File: config.mk
export PLATFORM = sky130hd
export DESIGN_NAME = axi_lite_regfile
export DESIGN_NICKNAME = d
export VERILOG_FILES = /design/src/rtl/axi_lite_regfile.sv
export SDC_FILE = /design/constraint.sdc
export NUM_CORES = 1
export LEC_CHECK = 0
export CORE_MARGIN = 10
export CORE_UTILIZATION = 45
export DETAILED_ROUTE_END_ITERATION = 8
export PLACE_DENSITY = 0.77
export SLEW_MARGIN = 20
export SYNTH_ARGS = -nofsm -noshare
export SYNTH_HDL_FRONTEND = slang
export SYNTH_SLANG_ARGS = --single-unit
export TNS_END_PERCENT = 30
File: constraint.sdc
create_clock -name clk -period 11.6 [get_ports clk]
set_input_delay 2.9 -clock clk [delete_from_list [all_inputs] [get_ports clk]]
set_output_delay 2.9 -clock clk [all_outputs]
set_load 0.02 [all_outputs]
File: src/rtl/axi_lite_regfile.sv
`default_nettype none
// ============================================================================
// Module      : axi_lite_regfile
// Description : AXI4-Lite slave holding the command/data registers of a
//               coprocessor wrapper. Five RW registers drive the wrapper
//               directly; two RO inputs (status, data_o) are readable.
//               Map (addr[4:2]): 0x00 data_in, 0x04 address,
//               0x08 start_cc_pointer, 0x0C end_cc_pointer, 0x10 cmd,
//               0x14 status (RO), 0x18 data_o (RO), 0x1C unmapped.
// Ports       : clk/rst (async, active-high); s_axi_aw*/w*/b*/ar*/r* AXI4-Lite
//               slave channels; *_register outputs from the RW registers;
//               status_register/data_o_register read-only inputs.
// Revision    : 1.0 - initial release
// ============================================================================
module axi_lite_regfile #(
    parameter int REG_WIDTH  = 32,
    parameter int ADDR_WIDTH = 5
) (
    input  logic                    clk,
    input  logic                    rst,
    input  logic [ADDR_WIDTH-1:0]   s_axi_awaddr,
    input  logic                    s_axi_awvalid,
    output logic                    s_axi_awready,
    input  logic [REG_WIDTH-1:0]    s_axi_wdata,
    input  logic [REG_WIDTH/8-1:0]  s_axi_wstrb,
    input  logic                    s_axi_wvalid,
    output logic                    s_axi_wready,
    output logic [1:0]              s_axi_bresp,
    output logic                    s_axi_bvalid,
    input  logic                    s_axi_bready,
    input  logic [ADDR_WIDTH-1:0]   s_axi_araddr,
    input  logic                    s_axi_arvalid,
    output logic                    s_axi_arready,
    output logic [REG_WIDTH-1:0]    s_axi_rdata,
    output logic [1:0]              s_axi_rresp,
    output logic                    s_axi_rvalid,
    input  logic                    s_axi_rready,
    output logic [REG_WIDTH-1:0]    data_in_register,
    output logic [REG_WIDTH-1:0]    address_register,
    output logic [REG_WIDTH-1:0]    start_cc_pointer_register,
    output logic [REG_WIDTH-1:0]    end_cc_pointer_register,
    output logic [REG_WIDTH-1:0]    cmd_register,
    input  logic [REG_WIDTH-1:0]    status_register,
    input  logic [REG_WIDTH-1:0]    data_o_register
);

    localparam int         c_NBYTES      = REG_WIDTH / 8;
    localparam int         c_NUM_RW      = 5;
    localparam logic [1:0] c_RESP_OKAY   = 2'b00;
    localparam logic [1:0] c_RESP_SLVERR = 2'b10;

    // Ready outputs stay low during reset and rise at the first edge after it.
    logic                   r_en;
    logic                   r_aw_held;
    logic [2:0]             r_aw_idx;
    logic                   r_w_held;
    logic [REG_WIDTH-1:0]   r_wdata;
    logic [c_NBYTES-1:0]    r_wstrb;
    logic [REG_WIDTH-1:0]   r_regs [0:c_NUM_RW-1];
    logic                   r_bvalid;
    logic [1:0]             r_bresp;
    logic                   r_rvalid;
    logic [REG_WIDTH-1:0]   r_rdata;
    logic [1:0]             r_rresp;

    logic                   w_aw_hs;
    logic                   w_w_hs;
    logic                   w_ar_hs;
    logic                   w_commit;
    logic                   w_wr_is_rw;
    logic [REG_WIDTH-1:0]   w_old;
    logic [REG_WIDTH-1:0]   w_merged;
    logic [2:0]             w_ar_idx;
    logic [REG_WIDTH-1:0]   w_rd_val;
    logic                   w_unused_addr;

    // Only addr[4:2] decodes; the remaining address bits are ignored.
    assign w_unused_addr = ^{s_axi_awaddr, s_axi_araddr};

    assign s_axi_awready = r_en && !r_aw_held && !r_bvalid;
    assign s_axi_wready  = r_en && !r_w_held  && !r_bvalid;
    assign s_axi_arready = r_en && !r_rvalid;
    assign s_axi_bvalid  = r_bvalid;
    assign s_axi_bresp   = r_bresp;
    assign s_axi_rvalid  = r_rvalid;
    assign s_axi_rdata   = r_rdata;
    assign s_axi_rresp   = r_rresp;

    assign w_aw_hs    = s_axi_awvalid && s_axi_awready;
    assign w_w_hs     = s_axi_wvalid  && s_axi_wready;
    assign w_ar_hs    = s_axi_arvalid && s_axi_arready;
    assign w_commit   = r_aw_held && r_w_held;
    assign w_wr_is_rw = (r_aw_idx < 3'd5);
    assign w_ar_idx   = s_axi_araddr[4:2];

    assign data_in_register          = r_regs[0];
    assign address_register          = r_regs[1];
    assign start_cc_pointer_register = r_regs[2];
    assign end_cc_pointer_register   = r_regs[3];
    assign cmd_register              = r_regs[4];

    // Byte-strobe merge of the buffered write data into the target register.
    always_comb begin
        w_old = '0;
        case (r_aw_idx)
            3'd0:    w_old = r_regs[0];
            3'd1:    w_old = r_regs[1];
            3'd2:    w_old = r_regs[2];
            3'd3:    w_old = r_regs[3];
            3'd4:    w_old = r_regs[4];
            default: w_old = '0;
        endcase
        w_merged = w_old;
        for (int i = 0; i < c_NBYTES; i++) begin
            if (r_wstrb[i]) begin
                w_merged[8*i +: 8] = r_wdata[8*i +: 8];
            end
        end
    end

    // Read mux samples the current register state, so a write committing on
    // the same edge as the AR handshake returns the pre-write value.
    always_comb begin
        w_rd_val = '0;
        case (w_ar_idx)
            3'd0:    w_rd_val = r_regs[0];
            3'd1:    w_rd_val = r_regs[1];
            3'd2:    w_rd_val = r_regs[2];
            3'd3:    w_rd_val = r_regs[3];
            3'd4:    w_rd_val = r_regs[4];
            3'd5:    w_rd_val = status_register;
            3'd6:    w_rd_val = data_o_register;
            default: w_rd_val = '0;
        endcase
    end

    // Write path: AW and W buffer independently; commit once both are held.
    always_ff @(posedge clk or posedge rst) begin
        if (rst) begin
            r_en      <= 1'b0;
            r_aw_held <= 1'b0;
            r_aw_idx  <= '0;
            r_w_held  <= 1'b0;
            r_wdata   <= '0;
            r_wstrb   <= '0;
            r_bvalid  <= 1'b0;
            r_bresp   <= c_RESP_OKAY;
            for (int k = 0; k < c_NUM_RW; k++) begin
                r_regs[k] <= '0;
            end
        end else begin
            r_en <= 1'b1;
            if (w_aw_hs) begin
                r_aw_held <= 1'b1;
                r_aw_idx  <= s_axi_awaddr[4:2];
            end
            if (w_w_hs) begin
                r_w_held <= 1'b1;
                r_wdata  <= s_axi_wdata;
                r_wstrb  <= s_axi_wstrb;
            end
            if (w_commit) begin
                r_aw_held <= 1'b0;
                r_w_held  <= 1'b0;
                r_bvalid  <= 1'b1;
                r_bresp   <= w_wr_is_rw ? c_RESP_OKAY : c_RESP_SLVERR;
                for (int k = 0; k < c_NUM_RW; k++) begin
                    if (r_aw_idx == 3'(k)) begin
                        r_regs[k] <= w_merged;
                    end
                end
            end else if (r_bvalid && s_axi_bready) begin
                r_bvalid <= 1'b0;
            end
        end
    end

    // Read path: one-cycle latency, held until the R handshake.
    always_ff @(posedge clk or posedge rst) begin
        if (rst) begin
            r_rvalid <= 1'b0;
            r_rdata  <= '0;
            r_rresp  <= c_RESP_OKAY;
        end else begin
            if (w_ar_hs) begin
                r_rvalid <= 1'b1;
                r_rdata  <= w_rd_val;
                r_rresp  <= (w_ar_idx == 3'd7) ? c_RESP_SLVERR : c_RESP_OKAY;
            end else if (r_rvalid && s_axi_rready) begin
                r_rvalid <= 1'b0;
            end
        end
    end

endmodule
`default_nettype wire
==> out/metrics.csv <==
stage,metric,value,unit
cts,cts_hold_buf,0,
detailed_routing,wl_per_cell,26.4,um
cells_and_area,final_cell_mix,"308 x clkdlybuf4s50_1, 235 x dfrtp_1, 129 x nor2_1",
global_routing,grt_pass1_vias,11300,
power_and_ir_drop,comb_power_share,50.5,%
cells_and_area,num-fill-cells,2177,
placed_design,gp_congestion,0.864,
power_and_ir_drop,seq_power_share,32.3,%
critical_path,cpLargestDelayFamily,buffers and inverters,
critical_path,r2r_slack,8.69,ns
cells_and_area,fin_area,16600,sq um
critical_path,worstPathMaxFanout,47,
power_and_ir_drop,power_density,304,nW/um^2
worst_hold_path,hold_class,reg -> reg,
floorplan,ios,318,
cells_and_area,seq_area,5960,sq um
global_routing,grt_overflow,0,
sta,whs,0.478,ns
detailed_routing,wl_met2,22700,um
synth,synth_top_area_cell,dfrtp_1,
critical_path,crit_required,12.01,ns
detailed_routing,drcViolationCount,0,
power_and_ir_drop,p_sw_share,44.3,%
critical_path,worstPathArrival,5.46,ns
synth,postSynth.asyncResetShare,100,%
sta,setup_tns,0,ns
critical_path,critical_path.most_common_cell,buf_4,
power_and_ir_drop,power.total,5.04,mW
job,drv_cap,0,
placed_design,dpl-instance-area,15700,sq um
global_routing,antenna_found_initial,4,
cts,root_buffer,clkbuf_16,
critical_path,crit_cells,6,
cts,clock_latency,0.55,ns
sta,setup_viol,0,
synth,synth_seq_cells,238,
detailed_routing,drt-met1-wl,19500,um
cells_and_area,area_delta_synth_final,33.3,%
cts,postCtsResizedCells,0,
cts,cts_tree,done,
synth,synth-edff-count,0,
synth,synth.avg_cell_area,10.5,sq um
sta,rsz0062_at_grt,no,
cells_and_area,drive_above_1_share,16.6,%
floorplan,placementRows,60,
power_and_ir_drop,ir_drop,0.289,mV
detailed_routing,met3_length,4670,um
detailed_routing,vias_per_cell,6.32,
cts,cts_max_level,1,
detailed_routing,dr.pass1.iters,6,
floorplan,coreArea,27100,sq um
sta,fin_ws,6.54,ns
sta,max_slew.worst_pin.slew,1.12,ns
cts,cts_buffers,27,
cts,cts.sinks,238,
detailed_routing,drt-total-wl,48400,um
critical_path,crit_slowest_cell,buf_4,
sta,finalCritPeriodShare,43.6,%
synth,synthCells,1182,
cts,clockBufferDepth,3,
cells_and_area,multiInputGateArea,5850,sq um
worst_hold_path,min_path_cells,2,
cells_and_area,final_nets,1556,
sta,slew_viol_final,0,
cts,clkTransAtPathRegs,0.06,ns
critical_path,r2r_cells,6,
synth,yosysTopAreaCellShare,47.8,%
floorplan,die_h,186,um
power_and_ir_drop,p_int,2.81,mW
detailed_routing,highest_layer,met5,
detailed_routing,num_vias,11600,
sta,fin_crit,5.06,ns
detailed_routing,drtAntennaViolNets,0,
sta,slew_headroom,25.2,%
synth,synth_top_flop_cell,dfrtp_1,
placed_design,dp_slack,6.04,ns
cts,postCtsSetupBuffers,0,
sta,fmax,198,MHz
critical_path,critPathMaxStageDelay,0.65,ns
synth,synth_area_leaders,"dfrtp_1 48%, mux2_2 9.5%, a31oi_1 6.2%, nor2_1 3.9%, o221ai_2 3.6%",
synth,synth-seq-area-share,47.8,%
synth,synth_cell_types,64,
run_status,status,"finished, final reports clean",
critical_path,cp-start-kind,input pin,
power_and_ir_drop,power.switching,2.23,mW
global_routing,grt.total_usage,26.5,%
global_routing,grt_max_degree,92,
floorplan,initial_core_util,46.0,%
placed_design,place_hpwl,31600,um
critical_path,cp-end-kind,register,
power_and_ir_drop,clkPwrFrac,17.2,%
placed_design,port_buffers,311,
power_and_ir_drop,leakage,6.68,nW
synth,synth_warnings,0,
critical_path,cp_num_buf_inv,3,
detailed_routing,drt-initial-drc-count,1446,
critical_path,crit_chain,"buf_4, buf_4, inv_1, a221o_1, a222oi_1, o21ai_0",
sta,finalHoldViolCount,0,
critical_path,critPathKind,in -> reg,
floorplan,dieArea,34700,sq um
synth,synth_area,12500,sq um
global_routing,grt_first_pass_wirelength,73000,um
floorplan,die_w,186,um
sta,skew,0.0122,ns
cells_and_area,final_common_cell,clkdlybuf4s50_1,
## worst register-to-register path, cell delays in order, from the launching register on
cell      delay, ns
dfrtp_2        0.34
buf_4          0.57
nand2b_1       0.36
nor2_4         0.74
buf_4          0.55
nor2_1         0.10
a31oi_1        0.16
## cells by family after synthesis
family | Yosys count | synth area share [%]
buffers and inverters | 148 | 5.53
other | 2 | 0.0603
xor gates and xnor gates | 2 | 0.141
and+or+nand+nor | 308 | 11.7
muxes | 125 | 12.4
DFF | 238 | 47.8
AOI/OAI and AO/OA | 359 | 22.4
## state kept, by name, summed over array words and instances, names as in the netlist, 3 cells and up
signal / flops
r_aw_idx: 3
s_axi_rdata: 32
end_cc_pointer_register: 32
address_register: 32
data_in_register: 32
r_wdata: 32
r_wstrb: 4
start_cc_pointer_register: 32
cmd_register: 32
## final cells by class
cell class,count,share of cell area [%]
Clock inverter,9,0.460
Timing Repair Buffer,330,19.5
Clock buffer,40,4.97
Tap cell,372,2.80
Multi-Input combinational cell,797,35.2
Inverter,45,1.06
Antenna cell,2,0.0301
Sequential cell,238,35.9
## power groups by stage
stage                     clock (mW)  combinational [mW]  sequential [mW]
after floorplan                    0                1.22             1.82
after CTS                      0.875                2.53             1.61
after detailed placement           0                2.52             1.62
final                          0.868                2.55             1.63
after global routing           0.912                2.70             1.67
after global placement             0                2.48             1.61
## final timing paths
check | start | endpoint
max in group asynchronous | rst | r_wdata[16]
min reg2reg | s_axi_rdata[2] | s_axi_rdata[2]
min in group asynchronous | rst | r_wdata[18]
max reg2reg | r_aw_idx[1] | end_cc_pointer_register[14]
min | s_axi_rdata[2] | s_axi_rdata[2]
max | s_axi_araddr[2] | s_axi_rdata[15]
## synthesized netlist by cell type (3+ instances only)
cell type,count
inv_1,44
o211ai_1,4
mux2_2,105
a21oi_1,16
o32ai_1,30
nor2_2,3
o21ai_0,46
a32oi_1,9
a221oi_1,16
buf_2,46
clkbuf_1,41
a22oi_1,4
nand3_1,35
dfrtp_1,238
o21ai_1,3
nand3b_1,3
mux4_2,13
a21o_1,4
nand4_1,3
o221ai_2,30
a31oi_1,123
buf_6,5
mux2i_1,7
a22o_1,9
a221o_1,9
a222oi_1,6
nor3b_1,6
nand2b_1,37
nor2b_1,8
buf_4,10
a2bb2oi_1,30
nor2_1,129
and2_1,3
nand2_1,69
## per-stage QoR
step | utilization, % | std cells
3_3_place_gp | 57.9 | 1782
6_report | 61.3 | 1833
3_5_place_dp | 57.9 | 1782
5_1_grt | 61.2 | 1832
2_1_floorplan | - | 1183
4_1_cts | 61.2 | 1831
## layer usage
layer / GRT usage, % / up-vias
li1: - / 4984
met1: 34.3 / 5757
met2: 42.2 / 720
met3: 6.65 / 124
met4: 9.26 / 4
met5: 0 / -
Power figures use the tool's default switching activity.
